<file path="src/rtl/uart_rx_module.sv">
// 8N1 asynchronous receiver with an internal 16x oversample tick, a double-flop
// input synchronizer, a one-clock data-valid pulse and a framing-error pulse.
module uart_rx_module #(
   parameter int unsigned CLKS_PER_TICK = 326,
   parameter int unsigned OVERSAMPLE    = 16
) (
   input  logic       clk,
   input  logic       rst,
   input  logic       serial_rx,
   output logic [7:0] parallel_rx_out,
   output logic       rx_done,
   output logic       frame_err,
   output logic       rx_busy
);

   localparam int unsigned DIV_W = (CLKS_PER_TICK > 1) ? $clog2(CLKS_PER_TICK) : 1;
   localparam int unsigned OS_W  = $clog2(OVERSAMPLE);
   localparam logic [DIV_W-1:0] DIV_LAST = DIV_W'(CLKS_PER_TICK - 1);
   localparam logic [OS_W-1:0]  OS_LAST  = OS_W'(OVERSAMPLE - 1);
   localparam logic [OS_W-1:0]  OS_MID   = OS_W'(OVERSAMPLE / 2 - 1);

   typedef enum logic [2:0] {
      IDLE,
      START,
      DATA,
      STOP,
      WAIT_IDLE
   } state_t;

   state_t           state, state_n;
   logic             rx_m, rx_s;
   logic [DIV_W-1:0] div_cnt;
   logic             tick;
   logic [OS_W-1:0]  tick_cnt, tick_cnt_n;
   logic [2:0]       bit_cnt, bit_cnt_n;
   logic [7:0]       shreg, shreg_n;
   logic [7:0]       data_n;
   logic             done_n, ferr_n;

   always_ff @(posedge clk) begin
      if (!rst) begin
         rx_m <= 1'b1;
         rx_s <= 1'b1;
      end else begin
         rx_m <= serial_rx;
         rx_s <= rx_m;
      end
   end

   always_ff @(posedge clk) begin
      if (!rst || div_cnt == DIV_LAST) begin
         div_cnt <= '0;
      end else begin
         div_cnt <= div_cnt + 1'b1;
      end
   end

   assign tick = (div_cnt == DIV_LAST);

   always_ff @(posedge clk) begin
      if (!rst) begin
         state           <= IDLE;
         tick_cnt        <= '0;
         bit_cnt         <= '0;
         shreg           <= '0;
         parallel_rx_out <= '0;
         rx_done         <= 1'b0;
         frame_err       <= 1'b0;
      end else begin
         state           <= state_n;
         tick_cnt        <= tick_cnt_n;
         bit_cnt         <= bit_cnt_n;
         shreg           <= shreg_n;
         parallel_rx_out <= data_n;
         rx_done         <= done_n;
         frame_err       <= ferr_n;
      end
   end

   // All sequencing advances only on oversample ticks, so pulses last one clk.
   always_comb begin
      state_n    = state;
      tick_cnt_n = tick_cnt;
      bit_cnt_n  = bit_cnt;
      shreg_n    = shreg;
      data_n     = parallel_rx_out;
      done_n     = 1'b0;
      ferr_n     = 1'b0;
      if (tick) begin
         case (state)
            IDLE: begin
               if (!rx_s) begin
                  state_n    = START;
                  tick_cnt_n = '0;
               end
            end
            START: begin
               if (tick_cnt == OS_MID) begin
                  if (rx_s) begin
                     state_n = IDLE;
                  end else begin
                     state_n    = DATA;
                     tick_cnt_n = '0;
                     bit_cnt_n  = '0;
                  end
               end else begin
                  tick_cnt_n = tick_cnt + 1'b1;
               end
            end
            DATA: begin
               if (tick_cnt == OS_LAST) begin
                  shreg_n    = {rx_s, shreg[7:1]};
                  tick_cnt_n = '0;
                  if (bit_cnt == 3'd7) begin
                     state_n = STOP;
                  end else begin
                     bit_cnt_n = bit_cnt + 1'b1;
                  end
               end else begin
                  tick_cnt_n = tick_cnt + 1'b1;
               end
            end
            STOP: begin
               if (tick_cnt == OS_LAST) begin
                  tick_cnt_n = '0;
                  if (rx_s) begin
                     data_n  = shreg;
                     done_n  = 1'b1;
                     state_n = IDLE;
                  end else begin
                     ferr_n  = 1'b1;
                     state_n = WAIT_IDLE;
                  end
               end else begin
                  tick_cnt_n = tick_cnt + 1'b1;
               end
            end
            WAIT_IDLE: begin
               if (rx_s) begin
                  state_n = IDLE;
               end
            end
            default: state_n = IDLE;
         endcase
      end
   end

   assign rx_busy = (state != IDLE);

endmodule
</file>
<file path="config.mk">
export PLATFORM = sky130hd
export DESIGN_NAME = uart_rx_module
export DESIGN_NICKNAME = d
export VERILOG_FILES = /design/src/rtl/uart_rx_module.sv
export SDC_FILE = /design/constraint.sdc
export NUM_CORES = 1
export LEC_CHECK = 0
export ABC_CLOCK_PERIOD_IN_PS = 2200
export BUFFER_PORTS_ARGS = -buffer_cell sky130_fd_sc_hd__buf_2
export CORE_ASPECT_RATIO = 2
export CORE_MARGIN = 2
export CORE_UTILIZATION = 59
export CTS_BUF_LIST = sky130_fd_sc_hd__clkbuf_4 sky130_fd_sc_hd__clkbuf_8
export DETAILED_ROUTE_END_ITERATION = 7
export PLACE_DENSITY = 0.9
export SYNTH_ARGS = -nofsm -noshare
export SYNTH_HDL_FRONTEND = slang
export SYNTH_SLANG_ARGS = --single-unit
</file>
<file path="constraint.sdc">
create_clock -name clk -period 2.2 [get_ports clk]
set_clock_uncertainty 0.05 [all_clocks]
set_input_delay 0 -clock clk [delete_from_list [all_inputs] [get_ports clk]]
set_output_delay 0 -clock clk [all_outputs]
set_load 0.03 [all_outputs]
</file>
==> qor.yml <==
outcome: "complete, no violations"
h-tree-depth: 2
cts-root-buf: "clkbuf_8"
drive_above_1_share_pct: 15.79
dr_total_vias: 1403
ys_dominant_reg_cell: "dfxtp_1"
hpwl_um: 2430
grt_pass1_wl_um: 5782
ant_nets: 0
drv_cap: 0
grt_pass1_vias: 1334
slowest_delay_ns: 0.39
finalSetupTns_ns: 0
hold_viol: 0
crit_buf_inv: 1
finalCriticalPeriod_ns: 2.052
ys_ff_latch: 39
worstSetupStartpointType: "register"
first_iter_violations: 24
worstPathRequired_ns: 2.34
slowest_stage: "dfxtp_1"
ys.warnings.count: 0
cts_sinks: 39
ys_types: 44
antennaDiodeCount: 0
grt_max_degree: 36
final_core_util_pct: 67.56
min_path_type: "input port to register"
io_buffers: 13
synth_async_sr_flop_share_pct: 0
clockBufferDepth: 2
drt-wirelength-per-cell_um: 14.00
layout.nets: 216
path_delay_family: "simple AND/OR/NAND/NOR gates"
max_slew_margin_pct: 68.22
wl_um: 3345
path_class: "register to register"
p_per_area_nw_per_um2: 619.6
grt_overflow: 0
timing.rr.start: "tick_cnt[1]"
slew_violations: 0
clk_latency_ns: 0.30
viasPerCell: 5.870
ir_worst_vdd_uv: 531.8
track_usage_pct: 21.83
max_freq_mhz: 487.3
dr.pass1.iters: 4
cts_resized: 0
synth_edf_count: 0
gp_congestion: 0.8750
die_x_um: 43.01
antenna_found_initial: 0
drc: 0
fp.dieH_um: 82.02
rsz0062_at_grt: "no"
crit_arrival_ns: 2.19
cts_tree: "done"
avgSynthCellArea_um2: 9.351
syn_nets: 200
start_util_pct: 61.01
setup.worst_path.end_class: "register"
clkTransAtPathRegs_ns: 0.08
die_area_um2: 3527
rows: 28
boundaryPins: 14
crit_chain: "ha_1 > nand3_2 > or3_4 > nor3_1 > buf_4 > mux2i_1 > nor2b_1"
synth_seq_area_share_pct: 43.48
coreArea_um2: 2943
p_leak_uw: 0.0007237
cts_buffers: 5
post_cts_buffers: 0
synth_area_um2: 1795
fin_crit_sh_pct: 93.28
synthCells: 192
crit_fanout: 9
whs_ns: 0.05913
setup_viol: 0
hold_start: "rst"
crit_start: "tick_cnt[1]"
synthToLayoutAreaGrowth_pct: 10.73
worst_slew_pin_slew_ns: 0.4768
[cell usage in the layout (no fill, tap or decap), types with 2 or more instances in the layout]
cell,n
nor3_1,2
mux2i_1,18
clkbuf_8,5
nand3_1,9
o21ai_0,4
xor2_1,3
buf_2,13
a21boi_0,3
inv_1,3
a21oi_1,7
o211ai_1,2
buf_4,4
xnor2_1,5
nor2_1,19
clkinvlp_4,2
nor2b_1,19
nand4_1,2
nand2_1,12
nand2b_1,6
dfxtp_1,39
ha_1,5
and3_1,3
[power by group]
group	internal, uW	leakage (uW)	switching, uW
Combinational	14.4	0.000368	17.2
Clock	220	0.0000402	261
Sequential	712	0.000315	7.41
[state kept, by name, summed over array words and instances, names as in the netlist]
signal           count
frame_err            1
shreg                8
rx_done              1
rx_s                 1
div_cnt              9
rx_m                 1
state                3
parallel_rx_out      8
tick_cnt             4
bit_cnt              3
[through the flow]
stage,power [uW],std cells,setup WS (ns),area (um^2)
2_1_floorplan,758.6,192,0.3301,1795
4_1_cts,1246,239,0.1674,1988
6_report,1232,239,0.1479,1988
5_1_grt,1268,239,0.02684,1988
3_5_place_dp,766.4,230,0.1775,1889
3_3_place_gp,765.4,230,0.2539,1889
[worst paths after layout]
check,slack [ns],cells after the start,to
worst max-delay path,0.15,7,parallel_rx_out[3]
worst min-delay path,0.06,2,rx_m
worst max register to register,0.15,7,parallel_rx_out[3]
worst min register to register,0.37,1,rx_s
[routing by layer]
layer  vias up  track usage, %  wire length, um  share of wire (%)
li1        692               -                -                  -
met1       651           20.14             1221                 37
met2        44           40.91             1856                 55
met3        16           5.714              139                4.2
met4         0           13.64              127                3.8
met5         -               0                0                  0
[repair_timing]
action	CTS	global route
hold endpoints to repair	1	0
hold buffers	1	0
setup endpoints to repair	0	0
[layout make-up]
class	count	area (um^2)
clock buffer	5	68.82
clock inverter	3	20.02
fill	236	954.7
inverter	3	11.26
multi-input combinational	141	964.7
sequential	39	780.7
tap	30	37.54
timing repair buffer	18	105.1
[kinds of logic after synthesis]
group	synth area share, %
xor gates and xnor gates	3.903
buffers and inverters	2.787
AOI/OAI and AO/OA	8.572
DFF	43.48
muxes	10.03
and+or+nand+nor	27.74
adders and majority gates	3.484
[Yosys cell counts, types with 2 or more instances]
master	instances	area [um^2]
dfxtp_1	39	780.8
nor2_1	19	71.32
nor2b_1	19	118.9
mux2i_1	18	180.2
nand2_1	12	45.04
nand3_1	9	45.04
a21oi_1	7	35.03
clkbuf_1	6	22.52
nand2b_1	6	37.54
ha_1	5	62.56
xnor2_1	5	43.79
o21ai_0	4	20.02
a21boi_0	3	22.52
and3_1	3	18.77
inv_1	3	11.26
xor2_1	3	26.28
nand4_1	2	12.51
nor3_1	2	10.01
o211ai_1	2	15.01
No activity file was read; power rests on OpenSTA's default activity.
